`src/rtl/int_resp.sv`:
```
// int_resp: core-side responder for the int_vld/int_rdy handshake; redirects fetch to IVEC on
// entry and back to EPC on RETI. Define INT_RESP_NEST_EN for a 4-deep nested EPC stack.
module int_resp #(
    parameter int unsigned DW = 16,
    parameter int unsigned AW = 13
) (
    input  logic          clk,
    input  logic          rst,
    input  logic [DW-1:0] din,
    input  logic [AW-1:0] addr,
    input  logic          we,
    output logic [DW-1:0] dout,
    input  logic          int_vld,
    output logic          int_rdy,
    input  logic          ins_bnd,
    input  logic [AW-1:0] pc_i,
    input  logic          reti,
    output logic          pc_jmp,
    output logic [AW-1:0] pc_tgt,
    output logic          in_isr
);
    typedef enum logic [1:0] {StIdle, StWait, StActive} state_e;
    state_e state_q, state_d;

    logic [AW-1:0] ivec_q, epc_rd, ret_tgt, pc_tgt_q;
    logic [DW-1:0] dout_q, rdata;
    logic          ien_q, pc_jmp_q, act, pend, room, last_ret;
    logic [7:0]    depth;
    logic          accept, enter, leave;
    logic          sel_ivec, sel_epc, sel_stat;
    logic          unused_din;

    assign sel_ivec   = addr == AW'(0);
    assign sel_epc    = addr == AW'(1);
    assign sel_stat   = addr == AW'(2);
    assign unused_din = ^din[DW-1:AW];

    assign accept = int_vld && int_rdy;
    assign enter  = (state_q == StWait) && ins_bnd;
    assign leave  = (state_q == StActive) && reti;
    assign pend   = state_q == StWait;

`ifdef INT_RESP_NEST_EN
    logic [AW-1:0] stack_q [4];
    logic [2:0]    depth_q;
    logic [1:0]    top;

    assign top      = (depth_q == 3'd0) ? 2'd0 : 2'(depth_q - 3'd1);
    assign epc_rd   = stack_q[top];
    assign ret_tgt  = stack_q[top];
    assign act      = depth_q != 3'd0;
    assign depth    = {5'd0, depth_q};
    assign room     = depth_q < 3'd4;
    assign last_ret = depth_q == 3'd1;

    // Entry pushes at depth_q; a bus write hits the current top, so capture wins on overlap.
    always_ff @(posedge clk or posedge rst) begin
        if (rst) begin
            depth_q <= 3'd0;
            for (int i = 0; i < 4; i++) stack_q[i] <= '0;
        end else begin
            for (int i = 0; i < 4; i++) begin
                if (enter && depth_q[1:0] == 2'(i)) stack_q[i] <= pc_i;
                else if (we && sel_epc && top == 2'(i)) stack_q[i] <= din[AW-1:0];
            end
            if (enter) depth_q <= depth_q + 3'd1;
            else if (leave) depth_q <= depth_q - 3'd1;
        end
    end
`else
    logic [AW-1:0] epc_q;

    assign epc_rd   = epc_q;
    assign ret_tgt  = epc_q;
    assign act      = state_q == StActive;
    assign depth    = {7'd0, act};
    assign room     = 1'b0;
    assign last_ret = 1'b1;

    always_ff @(posedge clk or posedge rst) begin
        if (rst) epc_q <= '0;
        else if (enter) epc_q <= pc_i;
        else if (we && sel_epc) epc_q <= din[AW-1:0];
    end
`endif

    always_ff @(posedge clk or posedge rst) begin
        if (rst) state_q <= StIdle;
        else state_q <= state_d;
    end

    always_comb begin
        state_d = state_q;
        unique case (state_q)
            StIdle:   if (accept) state_d = StWait;
            StWait:   if (ins_bnd) state_d = StActive;
            StActive: begin
                if (accept) state_d = StWait;
                else if (leave && last_ret) state_d = StIdle;
            end
            default:  state_d = StIdle;
        endcase
    end

    always_comb begin
        int_rdy = 1'b0;
        unique case (state_q)
            StIdle:   int_rdy = ien_q;
            StActive: int_rdy = ien_q && room;
            default:  int_rdy = 1'b0;
        endcase
        in_isr = act;
    end

    always_comb begin
        rdata = '0;
        if (sel_ivec) rdata = DW'(ivec_q);
        else if (sel_epc) rdata = DW'(epc_rd);
        else if (sel_stat) rdata = DW'({depth, 5'd0, act, pend, ien_q});
    end

    always_ff @(posedge clk or posedge rst) begin
        if (rst) begin
            ivec_q   <= '0;
            ien_q    <= 1'b0;
            dout_q   <= '0;
            pc_jmp_q <= 1'b0;
            pc_tgt_q <= '0;
        end else begin
            if (we && sel_ivec) ivec_q <= din[AW-1:0];
            if (we && sel_stat) ien_q <= din[0];
            if (!we) dout_q <= rdata;
            pc_jmp_q <= enter || leave;
            if (enter) pc_tgt_q <= ivec_q;
            else if (leave) pc_tgt_q <= ret_tgt;
        end
    end

    assign dout   = dout_q;
    assign pc_jmp = pc_jmp_q;
    assign pc_tgt = pc_tgt_q;
endmodule

```
`config.mk`:
```
export PLATFORM = sky130hd
export DESIGN_NAME = int_resp
export DESIGN_NICKNAME = d
export VERILOG_FILES = /design/src/rtl/int_resp.sv
export SDC_FILE = /design/constraint.sdc
export NUM_CORES = 1
export LEC_CHECK = 0
export BUFFER_PORTS_ARGS = -buffer_cell sky130_fd_sc_hd__clkbuf_2
export CAP_MARGIN = 15
export CORE_UTILIZATION = 35
export DETAILED_ROUTE_END_ITERATION = 7
export PLACE_DENSITY = 0.67
export SYNTH_ARGS = -nofsm -noshare
export SYNTH_HDL_FRONTEND = slang
export SYNTH_SLANG_ARGS = --single-unit
```
`constraint.sdc`:
```
create_clock -name clk -period 2.97 [get_ports clk]
set_clock_uncertainty 0.05 [all_clocks]
set_input_delay 0.1485 -clock clk [delete_from_list [all_inputs] [get_ports clk]]
set_output_delay 0.1485 -clock clk [all_outputs]
set_load 0.05 [all_outputs]
```
======== Yosys cells after proc, flatten, opt, wreduce, memory -nomap -nowiden ========
Cells that the tools add are included.
word-level totals
  input port bits ......................... 48
  register bits after elaboration ......... 59
  output and inout bits ................... 32
cells by class
  multiplexer cells ....................... 13
  reductions and logical operators ........ 12
  equality and inequality tests ........... 7
operators by type and width
  kind                   count
  $mux W13               6
  $eq A13 B1 Y1 const B  1
  $eq A13 B2 Y1 const B  1
  $logic_not A13 Y1      1
  $mux W9                1
  $mux W2                4
  $logic_and A1 B1 Y1    6
  $pmux W2 S3            1
  $ne A2 B2 Y1 const B   2
  $reduce_bool A2 Y1     2
  $ne A3 B1 Y1 const B   1
  $reduce_and A3 Y1      1
  $eq A2 B1 Y1 const B   1
  $eq A2 B2 Y1 const B   1
  $logic_not A2 Y1       1
  $logic_or A1 B1 Y1     1
  $mux W1                1

======== Depth between registers and ports, before layout ========
  depth after elaboration ................. 5
  gate-level depth with buffers ........... 7
  gate-level depth less buffers ........... 4

======== Worst setup path before layout ========
OpenSTA, ideal clock, no wires.
  path kind ............................... in2reg
  from .................................... input addr[7]
  to ...................................... register epc_q[0]
  setup slack ............................. 1,104 ps
  stages on the path ...................... 5
  data arrival time ....................... 1,690 ps
  setup time .............................. 125 ps
  data required time ...................... 2,795 ps
  path buffers ............................ 1
  cells stage by stage .................... or4_4 nor4_4 a31oi_4 buf_6 mux2_4
between the ends
  cells in the longest elaborated chain, start to end .. 3
RTL lines
  item                          line  RTL
  from (decl)                   10    input logic [AW-1:0] addr,
  $eq A13 B1 Y1                 34    assign sel_epc = addr == AW'(1);
  $logic_and A1 B1 Y1           83    else if (we && sel_epc) epc_q <= din[AW-1:0];
  $reduce_bool A2 Y1 (no line)  -
  to (signal assigned)          82    else if (enter) epc_q <= pc_i;
  to (signal assigned)          83
  to (decl)                     71    logic [AW-1:0] epc_q;
No other way between the ends.
A chain may end at the register's enable or synchronous reset.

======== Worst setup path in the final report ========
  from .................................... register state_q[1]
  to ...................................... register epc_q[11]
between the ends
  cells in the longest elaborated chain, start to end .. 3
  elaborated cells between the ends (all ways) .. 4
  classes of those cells .................. 1 x eq/ne; 1 x mux; 2 x reduce/logical
RTL lines
  item                                            line  RTL
  from (decl)                                     23    state_e state_q, state_d;
  from (signal assigned)                          88    if (rst) state_q <= StIdle;
  from (signal assigned)                          89    else state_q <= state_d;
  $eq A2 B1 Y1 (*)                                39    assign enter = (state_q == StWait) && ins_bnd;
  $logic_and A1 B1 Y1 (*)                         39
  $mux W13 or $reduce_bool A2 Y1 (tied branches)  -
Every way passes the cells marked *; elsewhere a longest branch is shown, timed or not.

==> results.txt <==
----------------------------------------------------
[CTS]
  Master cell of the clock root buffer ... sky130_fd_sc_hd__clkbuf_8
  Later-pin clock latency in the skew report ... 0.30 ns
  CTS max path bufs ... 2
  CTS tree ... done
  H-Tree Depth ... 2
  Num CTS Buffers ... 5
  Clock sink count ... 56
  Number of instances resized during post-cts repair ... 0
  Clk slew on worst S/H paths ... 0.10 ns

[STA]
  RSZ-0062 raised after global routing ... no
  Number of setup violations in the final report ... 0
  Tcrit/Tclk final ... 74.8%
  Max-Slew Margin vs Limit ... 53.4%
  Min setup slack post-route ... 0.749 ns
  Count of endpoints failing hold in the final timing report ... 0
  Highest Clock Rate ... 0.450 GHz
  Time the final worst path needs with I/O delays and setup ... 2.22 ns
  Setup total negative slack ... 0 ns
  Slew at the pin closest to its max-slew limit ... 0.698 ns
  Hold Worst Slack ... 0.0117 ns
  Final Max Tran Viols ... 0

[Drt]
  Routed Antenna Nets ... 0
  # DRC ... 0
  Average wire per standard cell ... 14.8 µm
  Count of vias placed by the detailed router ... 1905
  Detailed-routing iteration count for the pre-antenna-repair pass ... 4
  Vias per cell ... 4.74
  Violation count after the first detailed-routing iteration ... 51
  Total Routed Length ... 5.94 mm

[Global route]
  Maximum number of pins on one net before global-route repair ... 31
  GRT Residual Overflow ... 0
  First-pass GRT wire length ... 9.64 mm
  Total routing resource utilization after global routing ... 15.2%
  Number of global-route vias before repair ... 1894
  Antenna violations before repair ... 0

[Setup path]
  Family with the most delay on the worst path ... compound AO/OA/AOI/OAI gates
  CP Data Required Time ... 3.11 ns
  Stage delay of the slowest cell on the critical path ... 0.71 ns
  WP buf/inv ... 1
  Critical Path Start ... state_q[1]
  Library cell contributing the largest single delay on the critical path ... sky130_fd_sc_hd__a31oi_4
  Type of element launching the critical path ... flop
  Worst Setup Path Type ... reg -> reg
  Critical register-to-register path startpoint ... state_q[1]
  Worst Path Arrival ... 2.36 ns
  Kind of end point of the critical path ... flop
  Cell chain of the critical path ... nand3b_1 > clkinv_1 > a31oi_4 > mux2_2
  Worst Path Max Fanout ... 13

[Synthesis]
  Mean instance size in the synthesized netlist ... 11.8 µm²
  Sequential share of the synthesized area ... 51.2%
  Post-synth cell types ... 31
  Count of mapped cells out of synthesis ... 231
  Number of flip-flops and latches in the synthesized netlist ... 56
  Warnings from Yosys ... 0
  Cell Area, Synth ... 0.00274 mm²

[Placement]
  Routability-driven placement congestion ratio ... 0.727
  Quantity of I/O buffers inserted on ports ... 73
  Detailed placer's ending HPWL ... 4.11 mm
  Pre-CTS worst setup slack ... 0.712 ns

[Die]
  Die Y-Extent ... 90.4 µm
  Area of the placeable core ... 0.00741 mm²
  Initial cell density of the core ... 36.9%
  Die width ... 90.4 µm
  Full die area ... 0.00817 mm²
  Total I/O pin count ... 80
  Std-Cell Rows ... 31

[Finish]
  Core utilization of the finished layout ... 44.7%
  Post-synthesis to final-layout area growth ... 21.0%
  Most common cell after layout, fill and taps aside ... sky130_fd_sc_hd__clkbuf_2
  Leading cell types in the layout, fill and taps excluded ... 73 x sky130_fd_sc_hd__clkbuf_2, 56 x sky130_fd_sc_hd__dfrtp_1, 33 x sky130_fd_sc_hd__nand2_1
  Fraction of layout instances using a drive strength above 1 ... 43.2%
  Fill cell instance count of the final layout ... 734
  Inserted Diodes ... 0
  Fin nets ... 350

[Worst hold path]
  Type of the worst min-delay path ... in -> reg
  Startpoint of the worst hold path ... reti

[Power and ir drop]
  Static Leak ... 1.72 nW
  VDD IR-drop max ... 0.000186 V
  Post-layout total power ... 1.58 mW
  Power density over cell area ... 478 mW/mm²

[Flow run]
  Max-capacitance violation count ... 0

[Run status]
  Result of the run ... complete, no violations

----------------------------------------------------
[worst paths after layout]
check | to | cells past startpoint | slack [ns]
setup / recovery | epc_q[11] | 4 | 0.75
min in group asynchronous | pc_tgt[10] | 3 | 0.40
hold reg to reg | dout[6] | 2 | 0.44
max in group asynchronous | epc_q[11] | 4 | 1.68
hold / removal | state_q[1] | 2 | 0.01
setup reg to reg | epc_q[11] | 4 | 0.75
[cells by family (layout without fill, tap and decap cells)]
kind of cell           count (synthesis)  after routing  synth area share (%)
buffers and inverters                 19             89                  3.98
AO/OA/AOI/OAI                         33             33                  7.04
AND/OR/NAND/NOR                       64             64                  11.8
flip-flops                            56             56                  51.2
other                                  1              3                 0.137
multiplexers                          58             58                  25.8
[flip-flops by register name, summed over array words and instances (netlist names)]
register and cells:
dout 13, epc_q 13, ivec_q 13, pc_tgt 13, state_q 2, ien_q 1, pc_jmp 1
[cell type report]
cell class / instances / area, µm² / share of cell area (%)
clock buffers: 7 / 96.3 / 2.91
clock inverters: 1 / 30.0 / 0.908
flip-flops and latches: 56 / 1400 / 42.4
well taps: 99 / 124 / 3.74
multi-input cells: 158 / 1240 / 37.4
inverters: 4 / 15.0 / 0.454
repair buffers: 77 / 405 / 12.3
[per-stage QoR]
stage,instance area (µm²),std cells
floorplan,2740,233
global placement,3160,392
detailed placement,3160,392
CTS,3290,401
global route,3310,402
finish,3310,402
[per-layer routing]
metal | vias up | GRT usage [%] | routed length, µm
li1 | 942 | - | -
met1 | 915 | 19.6 | 2660
met2 | 41 | 26.2 | 3000
met3 | 7 | 2.53 | 199
met4 | 0 | 4.44 | 76
met5 | - | 0 | 0
[repair_timing]
action / 4_1_cts / 5_1_grt
hold buffers: 1 / 0
hold endpoints to repair: 29 / 0
buffers inserted: 0 / 0
[cells in the mapped netlist]
library cell	instances	area share (%)
sky130_fd_sc_hd__a21oi_1	4	0.73
sky130_fd_sc_hd__a31oi_1	9	2.1
sky130_fd_sc_hd__a31oi_4	1	0.78
sky130_fd_sc_hd__buf_1	1	0.14
sky130_fd_sc_hd__buf_2	3	0.55
sky130_fd_sc_hd__buf_4	3	0.82
sky130_fd_sc_hd__buf_6	3	1.2
sky130_fd_sc_hd__clkbuf_1	5	0.69
sky130_fd_sc_hd__clkinv_1	1	0.14
sky130_fd_sc_hd__conb_1	1	0.14
sky130_fd_sc_hd__dfrtp_1	56	51
sky130_fd_sc_hd__inv_1	3	0.41
sky130_fd_sc_hd__mux2_2	21	8.6
sky130_fd_sc_hd__mux2_4	20	11
sky130_fd_sc_hd__mux2i_1	17	6.2
sky130_fd_sc_hd__nand2_1	33	4.5
sky130_fd_sc_hd__nand2b_1	1	0.23
sky130_fd_sc_hd__nand3b_1	2	0.55
sky130_fd_sc_hd__nand3b_4	1	0.73
sky130_fd_sc_hd__nand4b_1	1	0.32
sky130_fd_sc_hd__nor2_1	17	2.3
sky130_fd_sc_hd__nor3_1	1	0.18
sky130_fd_sc_hd__nor3b_1	2	0.55
sky130_fd_sc_hd__nor4_4	1	0.78
sky130_fd_sc_hd__nor4bb_1	1	0.37
sky130_fd_sc_hd__o21ai_0	18	3.3
sky130_fd_sc_hd__o21ai_1	1	0.18
sky130_fd_sc_hd__or2b_1	1	0.27
sky130_fd_sc_hd__or3_1	1	0.23
sky130_fd_sc_hd__or4_1	1	0.27
sky130_fd_sc_hd__or4_4	1	0.41
[where the power goes]
part | internal, mW | total (mW) | switching (mW)
logic | 0.0704 | 0.232 | 0.162
registers | 0.790 | 0.806 | 0.0164
clock network | 0.298 | 0.542 | 0.244
No activity file was read; power rests on OpenSTA's default activity.
